===== src/rtl/bus_pkg.sv =====
// -----------------------------------------------------------------------------
// bus_pkg
// Shared definitions for the simple memory-mapped bus: slave FSM state
// encoding, read/write direction constants and the default bus widths used
// by bus_slave_ctrl and the bus_master_mux users.
// -----------------------------------------------------------------------------
package bus_pkg;

  localparam int          BUS_ADD_WIDTH_DEF = 32;
  localparam int          BUS_DAT_WIDTH_DEF = 32;
  localparam logic [31:0] BASE_ADDR_DEF     = 32'h0000_1000;

  localparam logic RW_READ  = 1'b1;
  localparam logic RW_WRITE = 1'b0;

  typedef enum logic [1:0] {
    IDLE = 2'd0,
    WAIT = 2'd1,
    ACK  = 2'd2
  } bus_state_e;

endpackage


===== src/rtl/bus_slave_regfile.sv =====
// -----------------------------------------------------------------------------
// bus_slave_regfile
// REG_NUM x BUS_DAT_WIDTH word storage for bus_slave_ctrl.
// One combinational read port, one synchronous write port, all words cleared
// by the asynchronous active-high reset.
//
// Ports:
//   clk_i    : rising-edge clock
//   rst_i    : asynchronous active-high reset
//   we_i     : write enable
//   waddr_i  : write word index
//   wdata_i  : write data
//   raddr_i  : read word index
//   rdata_o  : read data (combinational)
// -----------------------------------------------------------------------------
module bus_slave_regfile #(
  parameter int BUS_DAT_WIDTH = 32,
  parameter int REG_NUM       = 16,
  parameter int IDX_W         = $clog2(REG_NUM)
) (
  input  logic                     clk_i,
  input  logic                     rst_i,
  input  logic                     we_i,
  input  logic [IDX_W-1:0]         waddr_i,
  input  logic [BUS_DAT_WIDTH-1:0] wdata_i,
  input  logic [IDX_W-1:0]         raddr_i,
  output logic [BUS_DAT_WIDTH-1:0] rdata_o
);

  logic [BUS_DAT_WIDTH-1:0] regs_q [REG_NUM];

  always_ff @(posedge clk_i or posedge rst_i) begin
    if (rst_i) begin
      for (int i = 0; i < REG_NUM; i++) begin
        regs_q[i] <= '0;
      end
    end else if (we_i) begin
      regs_q[waddr_i] <= wdata_i;
    end
  end

  assign rdata_o = regs_q[raddr_i];

endmodule


===== src/rtl/bus_slave_ctrl.sv =====
// -----------------------------------------------------------------------------
// bus_slave_ctrl
// Memory-mapped register slave with a fixed number of wait states. A hit in
// IDLE captures index/direction/data, waits WAIT_CYCLES cycles, then answers
// with a one-cycle s_rdy_o in ACK (write commits at the edge ending ACK).
//
// Optional feature: define BUS_SLAVE_ERR_EN to flag hits with a misaligned
// byte address (s_addr_i[1:0] != 0); they complete with s_rdy_o and s_err_o,
// perform no write and return zero. Without it s_err_o is tied low and the
// two low address bits are ignored.
//
// Ports:
//   clk_i        : rising-edge clock
//   rst_i        : asynchronous active-high reset
//   s_addr_i     : byte address from the master mux
//   s_addr_cs_i  : chip select, held high by the master until s_rdy_o
//   s_rw_i       : 1 = read, 0 = write
//   s_wr_data_i  : write data
//   s_rd_data_o  : read data, non-zero only during s_rdy_o of a read
//   s_rdy_o      : one-cycle transfer-complete pulse
//   s_err_o      : one-cycle error pulse, coincident with s_rdy_o
// -----------------------------------------------------------------------------
module bus_slave_ctrl
  import bus_pkg::*;
#(
  parameter int                       BUS_ADD_WIDTH = BUS_ADD_WIDTH_DEF,
  parameter int                       BUS_DAT_WIDTH = BUS_DAT_WIDTH_DEF,
  parameter logic [BUS_ADD_WIDTH-1:0] BASE_ADDR     = BUS_ADD_WIDTH'(BASE_ADDR_DEF),
  parameter int                       REG_NUM       = 16,
  parameter int                       WAIT_CYCLES   = 2
) (
  input  logic                     clk_i,
  input  logic                     rst_i,
  input  logic [BUS_ADD_WIDTH-1:0] s_addr_i,
  input  logic                     s_addr_cs_i,
  input  logic                     s_rw_i,
  input  logic [BUS_DAT_WIDTH-1:0] s_wr_data_i,
  output logic [BUS_DAT_WIDTH-1:0] s_rd_data_o,
  output logic                     s_rdy_o,
  output logic                     s_err_o
);

  localparam int         IDX_W     = $clog2(REG_NUM);
  localparam int         TAG_LSB   = IDX_W + 2;
  localparam logic [3:0] WAIT_INIT = 4'(WAIT_CYCLES);

  bus_state_e               state_q, state_d;
  logic [3:0]               cnt_q, cnt_d;
  logic                     rw_q, rw_d;
  logic                     err_q, err_d;
  logic [IDX_W-1:0]         idx_q, idx_d;
  logic [BUS_DAT_WIDTH-1:0] wdata_q, wdata_d;

  logic                     hit;
  logic                     misal;
  logic                     we;
  logic [BUS_DAT_WIDTH-1:0] rdata;

  // Only the bits above the word index form the window tag.
  assign hit = s_addr_cs_i &&
               (s_addr_i[BUS_ADD_WIDTH-1:TAG_LSB] == BASE_ADDR[BUS_ADD_WIDTH-1:TAG_LSB]);

`ifdef BUS_SLAVE_ERR_EN
  assign misal   = |s_addr_i[1:0];
  assign s_err_o = (state_q == ACK) && err_q;
`else
  logic unused_addr_lsb;
  assign misal           = 1'b0;
  assign unused_addr_lsb = ^s_addr_i[1:0];
  assign s_err_o         = 1'b0;
`endif

  always_comb begin
    state_d = state_q;
    cnt_d   = cnt_q;
    rw_d    = rw_q;
    err_d   = err_q;
    idx_d   = idx_q;
    wdata_d = wdata_q;
    unique case (state_q)
      IDLE: begin
        if (hit) begin
          idx_d   = s_addr_i[TAG_LSB-1:2];
          rw_d    = s_rw_i;
          wdata_d = s_wr_data_i;
          err_d   = misal;
          cnt_d   = WAIT_INIT;
          state_d = (WAIT_CYCLES > 0) ? WAIT : ACK;
        end
      end
      WAIT: begin
        // Dropping chip select abandons the transfer before anything commits.
        if (!s_addr_cs_i) begin
          cnt_d   = '0;
          state_d = IDLE;
        end else begin
          cnt_d = cnt_q - 4'd1;
          if (cnt_q == 4'd1) begin
            state_d = ACK;
          end
        end
      end
      ACK: begin
        state_d = IDLE;
      end
      default: begin
        state_d = IDLE;
      end
    endcase
  end

  always_ff @(posedge clk_i or posedge rst_i) begin
    if (rst_i) begin
      state_q <= IDLE;
      cnt_q   <= '0;
      rw_q    <= RW_READ;
      err_q   <= 1'b0;
    end else begin
      state_q <= state_d;
      cnt_q   <= cnt_d;
      rw_q    <= rw_d;
      err_q   <= err_d;
    end
  end

  // Captured index/data are only consumed in ACK, which is always preceded by
  // a capture, so they need no reset.
  always_ff @(posedge clk_i) begin
    idx_q   <= idx_d;
    wdata_q <= wdata_d;
  end

  assign we          = (state_q == ACK) && (rw_q == RW_WRITE) && !err_q;
  assign s_rdy_o     = (state_q == ACK);
  assign s_rd_data_o = ((state_q == ACK) && (rw_q == RW_READ) && !err_q) ? rdata : '0;

  bus_slave_regfile #(
    .BUS_DAT_WIDTH (BUS_DAT_WIDTH),
    .REG_NUM       (REG_NUM),
    .IDX_W         (IDX_W)
  ) u_regfile (
    .clk_i   (clk_i),
    .rst_i   (rst_i),
    .we_i    (we),
    .waddr_i (idx_q),
    .wdata_i (wdata_q),
    .raddr_i (idx_q),
    .rdata_o (rdata)
  );

endmodule


===== config.mk =====
export PLATFORM = sky130hd
export DESIGN_NAME = bus_slave_ctrl
export DESIGN_NICKNAME = d
export VERILOG_FILES = /design/src/rtl/bus_pkg.sv /design/src/rtl/bus_slave_regfile.sv /design/src/rtl/bus_slave_ctrl.sv
export SDC_FILE = /design/constraint.sdc
export NUM_CORES = 1
export LEC_CHECK = 0
export ABC_AREA = 0
export BUFFER_PORTS_ARGS = -buffer_cell sky130_fd_sc_hd__buf_2
export CORE_MARGIN = 1.5
export CORE_UTILIZATION = 35
export CTS_CLUSTER_SIZE = 30
export DETAILED_ROUTE_END_ITERATION = 10
export PLACE_DENSITY = 0.49
export SYNTH_ARGS = -nofsm -noshare
export SYNTH_HDL_FRONTEND = slang
export SYNTH_SLANG_ARGS = --single-unit

===== constraint.sdc =====
create_clock -name clk_i -period 21.8 [get_ports clk_i]
set_input_delay 4.36 -clock clk_i [delete_from_list [all_inputs] [get_ports clk_i]]
set_output_delay 4.36 -clock clk_i [all_outputs]
set_load 0.01 [all_outputs]

==> impl_metrics.ini <==
[route]
dr.pass1.iters = 5
vias_per_cell = 5.20
wl_um = 58700
wl_per_cell_um = 23.2
drt-initial-drc-count = 618
ant_nets = 0
drc_errors = 0
via_count = 13189

[setup_path]
r2r_cells = 5
start_kind = flip-flop
crit_end = s_rd_data_o[4]
worst_ep_required_time_ns = 17.44
ff2ff_setup_slack_ns = 18.30
crit_chain = buf_12, buf_4, mux4_2, a22oi_1, nand2_1, buf_2
cp-startpoint = idx_q[0]
timing.rr.end = u_regfile.regs_q[8]
r2r-start = idx_q[1]
critPathSlowestCell = buf_4
worst_path_largest_cell_delay_ns = 0.84
cp_max_fo = 97
cp-end-kind = output port
critical_path_class = flip-flop to output port
critPathArrivalTime_ns = 3.63

[cells_and_area]
mostFrequentLayoutCells = dfrtp_1 (518), mux2_2 (488), mux4_2 (128)
nNetsFinal = 1620
post-route-util_pct = 40.7
drive_gt1_share_pct = 54.1
syn2layout_area_growth_pct = 14.9
diodes = 0
layout_commonest_cell = dfrtp_1

[cts]
cts_buffers = 66
numClockSinks = 555
postCtsSetupRepairBufs = 0
cts.repair.resized = 0
htree_num_levels = 3
clk_latency_ns = 0.60
cts-root-buf = clkbuf_16
clkTransAtPathRegs_ns = 0.06
cts_tree = done
hold_buffers = 0
ctsLongestPathBuffers = 3

[yosys]
synthFlopType = dfrtp_1
synth_area_leaders = dfrtp_1 (53%), mux2_2 (23%), mux4_2 (12%)
synthSimpleGateAreaFrac_pct = 1.82
synth_compound_area_share_pct = 2.11
async_flop_share_pct = 93.5
post-synth-top-area-cell = dfrtp_1
synth_fp_nets = 1553
ys_seq_area_share_pct = 57.8
synthMuxAreaShare_pct = 35.6
yosysUniqueCellTypes = 35
synth_edf_count = 36
synth_top_family_by_area = multiplexers
synth_xor_area_share_pct = 0.0719
synth-adder-area-share_pct = 0.103
avgSynthCellArea_um2 = 16.4
syn_area_mm2 = 0.0243
synthDominantCellAreaShare_pct = 53.2
ys_seq_elements = 555
synthCells = 1483
ys_warn_count = 0

[flow_run]
cap_violations = 0

[hold_path]
hp-class = flip-flop to flip-flop

[die]
io_pins = 102
core_region_area_mm2 = 0.0687
dieArea_mm2 = 0.0712
initial_core_util_pct = 35.4
die_w_um = 267
row_count = 96
dieHeight_um = 267

[power_and_ir_drop]
p_seq_share_pct = 47.5
combPwrFrac_pct = 1.2
p_sw_mw = 0.459
internal_power_mw = 1.73
peakVddDrop_mv = 0.0611
cellLeakagePower_nw = 13.5
power_mw = 2.19
power.density_mw_per_mm2 = 78.2
clkPwrFrac_pct = 51.3
swShare_pct = 21.0

[timing]
hold_viol_final = 0
period_needed_ns = 7.99
setup_viol = 0
rsz0062_at_grt = no
timing.fmax_mhz = 125
worstMarginPinSlew_ns = 1.07
maxSlewHeadroom_pct = 28.6
finalClockSkew_ns = 0.0172
maxSlewViolCount = 0
finalCritPeriodShare_pct = 36.6
tns_ns = 0

[grt]
grt_pass1_wl_um = 91300
grt_pass1_vias = 14304
grt_max_degree = 173
grt_usage_pct = 17.1
antenna_found_initial = 0
overflow = 0

[placed_design]
dp_hpwl_um = 30800
port_buffers = 98
gp_congestion = 0.682

[run_status]
status = complete, no violations
## routing by layer
metal	vias up	global-route usage, %	wire length [µm]
met5	-	0	0
met4	0	4.61	908
li1	5712	-	-
met2	219	27.8	28400
met1	7194	23.8	27400
met3	64	2.70	2000
## cell type report
type	instances	area [µm²]
clock buffer	97	1910
clock inverter	25	313
fill	6312	40700
inverter	3	18.8
multi-input combinational	799	9750
sequential	555	14100
tap	931	1160
timing repair buffer	125	743
## synth_stat cells, drive strengths merged (2+ instances only)
master / instances
nand4: 2
nor2b: 6
nor4b: 2
nor3: 5
nand3b: 2
o22ai: 4
buf: 69
clkbuf: 57
a22oi: 64
edfxtp: 36
nor2: 5
inv: 3
nand2: 47
xnor2: 2
mux2: 513
nor3b: 7
dfrtp: 518
ha: 2
nor4: 4
mux4: 128
## power groups by stage
stage / registers (mW) / clock network [mW] / logic, mW
final: 1.04 / 1.12 / 0.0262
after CTS: 1.04 / 1.16 / 0.0282
after global routing: 1.04 / 1.20 / 0.0311
after detailed placement: 1.06 / 0 / 0.0281
after global placement: 1.06 / 0 / 0.0273
after floorplan: 1.06 / 0 / 0.0145
## critical path: cells and delay by family (launching register included)
| family | cells | cell delay [ns] |
|---|---|---|
| AND/OR/NAND/NOR | 1 | 0.13 |
| multiplexers | 1 | 0.59 |
| AO/OA/AOI/OAI | 1 | 0.27 |
| flip-flops | 1 | 0.37 |
| buffers and inverters | 3 | 1.60 |
## logic make-up (layout without fill, tap and decap cells)
logic type,after synthesis,in the layout
AND/OR/NAND/NOR,84,84
XOR/XNOR,2,2
buffers and inverters,129,250
adder cells (fa/ha/maj),2,2
multiplexers,641,641
flip-flops,555,555
other,1,1
AO/OA/AOI/OAI,69,69
## sequential cells by signal, indices dropped and copies added, names as in the netlist
name,cells
u_regfile.regs_q,512
wdata_q,32
state_q,2
rw_q,1
idx_q,4
cnt_q,4
## how the worst min path moves through the flow
stage,start,end,slack [ns],cells past startpoint
floorplan,u_regfile.regs_q[32],u_regfile.regs_q[32],0.45,1
global placement,u_regfile.regs_q[53],u_regfile.regs_q[53],0.46,1
detailed placement,u_regfile.regs_q[54],u_regfile.regs_q[54],0.47,1
CTS,u_regfile.regs_q[54],u_regfile.regs_q[54],0.48,1
global route,u_regfile.regs_q[57],u_regfile.regs_q[57],0.49,1
finish,u_regfile.regs_q[144],u_regfile.regs_q[144],0.48,1
## per-stage QoR
stage / instances / cell area (µm²) / hold slack (ns) / worst slack [ns]
2_1_floorplan: 1483 / 24300 / 0.452 / 2.94
3_3_place_gp: 2413 / 25700 / 0.463 / 14.31
3_5_place_dp: 2413 / 25700 / 0.472 / 14.32
4_1_cts: 2535 / 28000 / 0.485 / 13.68
5_1_grt: 2535 / 28000 / 0.494 / 13.51
6_report: 2535 / 28000 / 0.481 / 13.81
No activity file was read; power rests on OpenSTA's default activity.
